==> config.mk <==
export PLATFORM = sky130hd
export DESIGN_NAME = active_list_retire
export DESIGN_NICKNAME = d
export VERILOG_FILES = /design/src/rtl/mips_core_pkg.sv /design/src/rtl/active_list_retire.sv
export SDC_FILE = /design/constraint.sdc
export NUM_CORES = 2
export LEC_CHECK = 0
export CORE_AREA = 5 5 340 342
export CTS_BUF_LIST = sky130_fd_sc_hd__clkbuf_4 sky130_fd_sc_hd__clkbuf_8
export CTS_CLUSTER_DIAMETER = 120
export DETAILED_ROUTE_END_ITERATION = 10
export DIE_AREA = 0 0 345 347
export PLACE_DENSITY_LB_ADDON = 0.2
export SETUP_SLACK_MARGIN = 0.5
export SLEW_MARGIN = 20
export SYNTH_ARGS = -nofsm -noshare
export SYNTH_HDL_FRONTEND = slang
export SYNTH_SLANG_ARGS = --single-unit
==> constraint.sdc <==
create_clock -name clk -period 3.85 [get_ports clk]
set_clock_uncertainty 0.1 [all_clocks]
set_input_delay 0.5775 -clock clk [delete_from_list [all_inputs] [get_ports clk]]
set_output_delay 0.5775 -clock clk [all_outputs]
set_load 0.01 [all_outputs]
==> src/rtl/mips_core_pkg.sv <==
// Shared rename/retire types: register and tag widths plus the active-list entry.
package mips_core_pkg;

    localparam int unsigned NUM_PHYS_REGS = 64;
    localparam int unsigned PHYS_W        = $clog2(NUM_PHYS_REGS);
    localparam int unsigned NUM_ARCH_REGS = 32;
    localparam int unsigned ARCH_W        = $clog2(NUM_ARCH_REGS);
    localparam int unsigned AL_DEPTH      = 32;
    localparam int unsigned TAG_W         = $clog2(AL_DEPTH);
    localparam int unsigned CNT_W         = TAG_W + 1;

    typedef logic [PHYS_W-1:0] PhysReg;
    typedef logic [ARCH_W-1:0] ArchReg;
    typedef logic [TAG_W-1:0]  AlTag;
    typedef logic [CNT_W-1:0]  AlCount;

    typedef struct packed {
        logic   valid;
        logic   done;
        logic   uses_rw;
        ArchReg arch;
        PhysReg new_phys;
        PhysReg old_phys;
    } ActiveListEntry;

    typedef enum logic {
        RUN  = 1'b0,
        WALK = 1'b1
    } AlState;

endpackage

==> src/rtl/active_list_retire.sv <==
// Active list: in-order retire of renamed instructions and youngest-first
// squash walk after a mispredict, both feeding freed registers to the free list.
module active_list_retire
    import mips_core_pkg::*;
(
    input  logic              clk,
    input  logic              rst_n,
    input  logic              disp_valid,
    output logic              disp_ready,
    input  logic              disp_uses_rw,
    input  logic [ARCH_W-1:0] disp_arch,
    input  logic [PHYS_W-1:0] disp_new_phys,
    input  logic [PHYS_W-1:0] disp_old_phys,
    output logic [TAG_W-1:0]  disp_tag,
    input  logic              cmp_valid,
    input  logic [TAG_W-1:0]  cmp_tag,
    input  logic              flush_valid,
    input  logic [TAG_W-1:0]  flush_tag,
    output logic              fl_w_en,
    output logic [PHYS_W-1:0] fl_dat,
    output logic              rt_valid,
    output logic [ARCH_W-1:0] rt_arch,
    output logic [PHYS_W-1:0] rt_phys,
    output logic              rb_valid,
    output logic [ARCH_W-1:0] rb_arch,
    output logic [PHYS_W-1:0] rb_phys,
    output logic              recovering
);

    ActiveListEntry al_q [AL_DEPTH];
    ActiveListEntry al_d [AL_DEPTH];
    AlState         state_q, state_d;
    AlTag           head_q, head_d;
    AlTag           tail_q, tail_d;
    AlTag           target_q, target_d;
    AlCount         count_q, count_d;

    logic           fl_w_en_q, fl_w_en_d;
    PhysReg         fl_dat_q, fl_dat_d;
    logic           rt_valid_q, rt_valid_d;
    ArchReg         rt_arch_q, rt_arch_d;
    PhysReg         rt_phys_q, rt_phys_d;
    logic           rb_valid_q, rb_valid_d;
    ArchReg         rb_arch_q, rb_arch_d;
    PhysReg         rb_phys_q, rb_phys_d;

    logic           disp_fire;
    logic           retire;
    AlTag           flush_target;
    AlTag           walk_idx;

    // Ready and tag come straight from state flops, never from inputs.
    assign disp_ready = (state_q == RUN) && (count_q != AlCount'(AL_DEPTH));
    assign disp_tag   = tail_q;
    assign recovering = (state_q == WALK);

    assign fl_w_en  = fl_w_en_q;
    assign fl_dat   = fl_dat_q;
    assign rt_valid = rt_valid_q;
    assign rt_arch  = rt_arch_q;
    assign rt_phys  = rt_phys_q;
    assign rb_valid = rb_valid_q;
    assign rb_arch  = rb_arch_q;
    assign rb_phys  = rb_phys_q;

    // Next-state: completion marking, dispatch, retire, flush decision and walk pops.
    always_comb begin
        al_d         = al_q;
        state_d      = state_q;
        head_d       = head_q;
        tail_d       = tail_q;
        target_d     = target_q;
        count_d      = count_q;
        fl_w_en_d    = 1'b0;
        fl_dat_d     = '0;
        rt_valid_d   = 1'b0;
        rt_arch_d    = '0;
        rt_phys_d    = '0;
        rb_valid_d   = 1'b0;
        rb_arch_d    = '0;
        rb_phys_d    = '0;
        disp_fire    = disp_valid && disp_ready && !flush_valid;
        retire       = 1'b0;
        flush_target = flush_tag + AlTag'(1);
        walk_idx     = tail_q - AlTag'(1);

        if (cmp_valid && al_q[cmp_tag].valid) begin
            al_d[cmp_tag].done = 1'b1;
        end

        unique case (state_q)
            RUN: begin
                if (disp_fire) begin
                    al_d[tail_q] = '{valid: 1'b1, done: 1'b0, uses_rw: disp_uses_rw,
                                     arch: disp_arch, new_phys: disp_new_phys,
                                     old_phys: disp_old_phys};
                    tail_d = tail_q + AlTag'(1);
                end
                if (al_q[head_q].valid && al_q[head_q].done) begin
                    retire             = 1'b1;
                    al_d[head_q].valid = 1'b0;
                    head_d             = head_q + AlTag'(1);
                    if (al_q[head_q].uses_rw) begin
                        fl_w_en_d  = 1'b1;
                        fl_dat_d   = al_q[head_q].old_phys;
                        rt_valid_d = 1'b1;
                        rt_arch_d  = al_q[head_q].arch;
                        rt_phys_d  = al_q[head_q].new_phys;
                    end
                end
                count_d = count_q + AlCount'(disp_fire) - AlCount'(retire);
                if (flush_valid && (tail_q != flush_target)) begin
                    state_d  = WALK;
                    target_d = flush_target;
                end
            end
            WALK: begin
                al_d[walk_idx].valid = 1'b0;
                tail_d               = walk_idx;
                count_d              = count_q - AlCount'(1);
                if (al_q[walk_idx].uses_rw) begin
                    rb_valid_d = 1'b1;
                    rb_arch_d  = al_q[walk_idx].arch;
                    rb_phys_d  = al_q[walk_idx].old_phys;
                    fl_w_en_d  = 1'b1;
                    fl_dat_d   = al_q[walk_idx].new_phys;
                end
                if (walk_idx == target_q) begin
                    state_d = RUN;
                end
            end
        endcase
    end

    // State, storage and output pulse registers with synchronous reset.
    always_ff @(posedge clk) begin
        if (!rst_n) begin
            state_q    <= RUN;
            head_q     <= '0;
            tail_q     <= '0;
            target_q   <= '0;
            count_q    <= '0;
            fl_w_en_q  <= 1'b0;
            fl_dat_q   <= '0;
            rt_valid_q <= 1'b0;
            rt_arch_q  <= '0;
            rt_phys_q  <= '0;
            rb_valid_q <= 1'b0;
            rb_arch_q  <= '0;
            rb_phys_q  <= '0;
            for (int i = 0; i < int'(AL_DEPTH); i++) begin
                al_q[i] <= '0;
            end
        end else begin
            state_q    <= state_d;
            head_q     <= head_d;
            tail_q     <= tail_d;
            target_q   <= target_d;
            count_q    <= count_d;
            fl_w_en_q  <= fl_w_en_d;
            fl_dat_q   <= fl_dat_d;
            rt_valid_q <= rt_valid_d;
            rt_arch_q  <= rt_arch_d;
            rt_phys_q  <= rt_phys_d;
            rb_valid_q <= rb_valid_d;
            rb_arch_q  <= rb_arch_d;
            rb_phys_q  <= rb_phys_d;
            al_q       <= al_d;
        end
    end

endmodule

==> impl_metrics.csv <==
group,metric,value,unit
worst_setup_path,r2r_slack,0.54,ns
drt,drtAntennaViolNets,0,
worst_setup_path,critPathMaxFanout,41,
yosys,ys.warnings.count,0,
clock_network,clkTransAtPathRegs,0.06,ns
timing,rsz0062_at_grt,"no",
timing,final_max_slew_viol_count,0,
worst_setup_path,cp-end-kind,"flip-flop",
worst_setup_path,crit_start,"disp_tag[0]$_SDFFE_PN0P_",
worst_setup_path,slowest_stage,"ha_4",
global_route,grt_pass1_wl,207,mm
yosys,ys_seq_area_share,40.2,%
drt,vias_per_cell,5.62,
yosys,yosysUniqueCellTypes,86,
yosys,synth_nets,3885,
worst_setup_path,worstReg2RegStart,"disp_tag[0]$_SDFFE_PN0P_",
cells_and_area,area_growth,16.4,%
floorplan,die_area,0.120,sq mm
cells_and_area,finalNonFillerCells,5438,
yosys,yosys.area.top_type_share,40.2,%
clock_network,cts.sinks,693,
cells_and_area,final_util,35.9,%
cells_and_area,drive_above_1_share,20.2,%
drt,drcViolationCount,0,
yosys,async_flop_share,0,%
drt,drt_iter0_markers,3590,
global_route,globalRouteTotalUtil,23.0,%
timing,tightestPinTransition,1.10,ns
clock_network,holdBufCountCts,0,
timing,fin_setup_tns,0,ns
yosys,synth_edf_count,0,
worst_setup_path,r2r-end,"fl_dat[3]$_SDFF_PN0_",
drt,drtPass1Iterations,6,
timing,fin_crit_sh,86.1,%
clock_network,cts-htree-levels,3,
yosys,synth_area,0.0345,sq mm
clock_network,clockRootBuffer,"clkbuf_8",
placed_design,gp_congestion,0.863,
yosys,ys.flop_type,"dfxtp_1",
global_route,grt_overflow,0,
worst_setup_path,critPathKind,"reg -> reg",
global_route,grt_pass1_vias,28300,
yosys,yosysMostFrequentCell,"nor2_1",
worst_setup_path,start_kind,"flip-flop",
power_and_ir_drop,pwr_density_cell,453,mW/mm^2
clock_network,cts_buffer_depth,3,
floorplan,initial_core_util,30.8,%
worst_setup_path,max_stage_delay,0.57,ns
yosys,synthTopCellsByCount,"950 x nor2_1, 693 x dfxtp_1, 634 x a21oi_1",
cells_and_area,final_area,0.0402,sq mm
floorplan,die_w,345,um
worst_setup_path,r2r_cells,8,
floorplan,ios,71,
power_and_ir_drop,vdd_drop_max,421,uV
timing,relSlewSlack,25.9,%
cells_and_area,final_nets,3916,
placed_design,portBuffers,70,
cells_and_area,fillers,11400,
floorplan,rows,123,
status,status,"completed",
clock_network,clk-insertion-delay-late,0.80,ns
yosys,synth_area_leader_cell,"dfxtp_1",
floorplan,die-height,347,um
yosys,synthCells,3825,
yosys,synth_area_leaders,"dfxtp_1 40%, mux4_2 20%, nor2_1 10%, a21oi_1 9.2%, nand2_1 3.8%",
placed_design,dp.cells,5222,
min_path,hold_class,"in -> reg",
floorplan,fp.coreArea,0.112,sq mm
timing,fmax,302,MHz
timing,finalHoldViolCount,0,
yosys,ys_seq_elements,693,
placed_design,hpwl,91.3,mm
drt,vias,30600,
worst_setup_path,arrival,3.86,ns
worst_setup_path,cp-endpoint,"fl_dat[3]$_SDFF_PN0_",
worst_setup_path,crit_chain,"inv_1 > ha_4 > buf_12 > mux4_2 > a32oi_1 > o2bb2ai_1 > nor3_1 > o22ai_1",
timing,timing.hold.ws,0.276,ns
yosys,synth_area_per_cell,9.03,sq um
clock_network,cts_tree,"yes",
placed_design,placed_cell_area,0.0374,sq mm
global_route,antenna_found_initial,9,
global_route,grt_max_degree,82,
power_and_ir_drop,p_leak,13.7,nW
timing,min_period,3.31,ns
clock_network,cts_buffers,121,
run,cap_violations,0,
timing,setup_violations,0,
drt,detail_route.wl_per_cell,26.3,um
drt,wirelength,143,mm
worst_setup_path,crit_required,4.40,ns
## worst max-delay path: cells and delay by family, from the launching register on
family          cells  cell delay, ns
compound gates      3            0.77
fa+ha+maj           1            0.57
buf+inv             2            0.48
mux                 1            0.45
flops               1            0.43
simple gates        1            0.31
## kinds of logic (layout without fill, tap and decap cells)
kind of cell,count (synthesis),in the layout,synth area share (%)
other,0,1,0
adders and majority gates,27,27,1.00
muxes,355,355,21.2
and+or+nand+nor,1453,1453,17.1
AOI/OAI and AO/OA,892,892,15.2
buffers and inverters,380,492,4.67
DFF,693,693,40.2
xor gates and xnor gates,25,25,0.656
## routing by layer
layer  vias up  wire, um  global-route usage, %
met4         0      5050                   7.27
met2      1547     62800                   35.3
met3       258     12300                   3.99
met1     15100     62800                   33.1
met5         -         0                      0
li1      13700         -                      -
## cell type report
class	instances	area [sq um]	area share (%)
timing repair buffer	263	2550	6.35
inverter	25	104	0.258
clock inverter	13	131	0.327
antenna	1	2.50	0.00622
multi-input combinational	2752	19300	47.9
sequential	693	13900	34.5
clock buffer	191	2390	5.95
tap	1500	1880	4.67
## report_power, final
part / switching, mW / internal [mW] / leakage, nW
registers: 0.105 / 7.26 / 5.59
logic: 2.42 / 1.21 / 6.80
clock network: 3.25 / 3.97 / 1.33
## registers in the layout (all words and copies together), names as in the netlist, 5 cells and up
register / count
rb_arch: 5
head_q: 5
target_q: 5
al_q: 640
disp_tag: 5
rt_phys: 6
count_q: 6
rt_arch: 5
rb_phys: 6
fl_dat: 6
## worst min-delay path by stage
stage	from	endpoint	slack, ns	cells after the start
finish	disp_new_phys[2]	al_q[488]$_SDFFE_PN0P_	0.28	3
global route	disp_new_phys[2]	al_q[488]$_SDFFE_PN0P_	0.26	3
floorplan	al_q[57]$_SDFFE_PN0P_	al_q[57]$_SDFFE_PN0P_	0.34	2
global placement	al_q[436]$_SDFFE_PN0P_	al_q[436]$_SDFFE_PN0P_	0.35	2
CTS	disp_new_phys[2]	al_q[488]$_SDFFE_PN0P_	0.21	3
detailed placement	al_q[431]$_SDFFE_PN0P_	al_q[431]$_SDFFE_PN0P_	0.36	2
## through the flow
stage / power [mW] / setup slack, ns
2_1_floorplan: 9.63 / 0.501
3_3_place_gp: 11.1 / 0.180
3_5_place_dp: 11.1 / 0.168
4_1_cts: 18.3 / 0.470
5_1_grt: 18.8 / 0.507
6_report: 18.2 / 0.536
## layout by cell type, fill, tap and decap left out, types with 29 or more instances in the layout
master,instances
nor2_1,946
dfxtp_1,686
a21oi_1,632
nand2_1,326
mux4_2,301
buf_4,157
clkbuf_8,153
clkdlybuf4s50_1,65
nor3_1,48
mux2i_1,47
a22oi_1,43
clkbuf_4,38
a31oi_1,35
o221ai_1,33
a22o_1,31
buf_12,29
## what timing repair did
action / 4_1_cts / 5_1_grt
gates resized for setup: 9 / 20
setup buffers: 5 / 5
setup endpoints to repair: 11 / 2
pin swaps: 1 / 14
gates cloned: 1 / 0
Power figures use the tool's default switching activity.
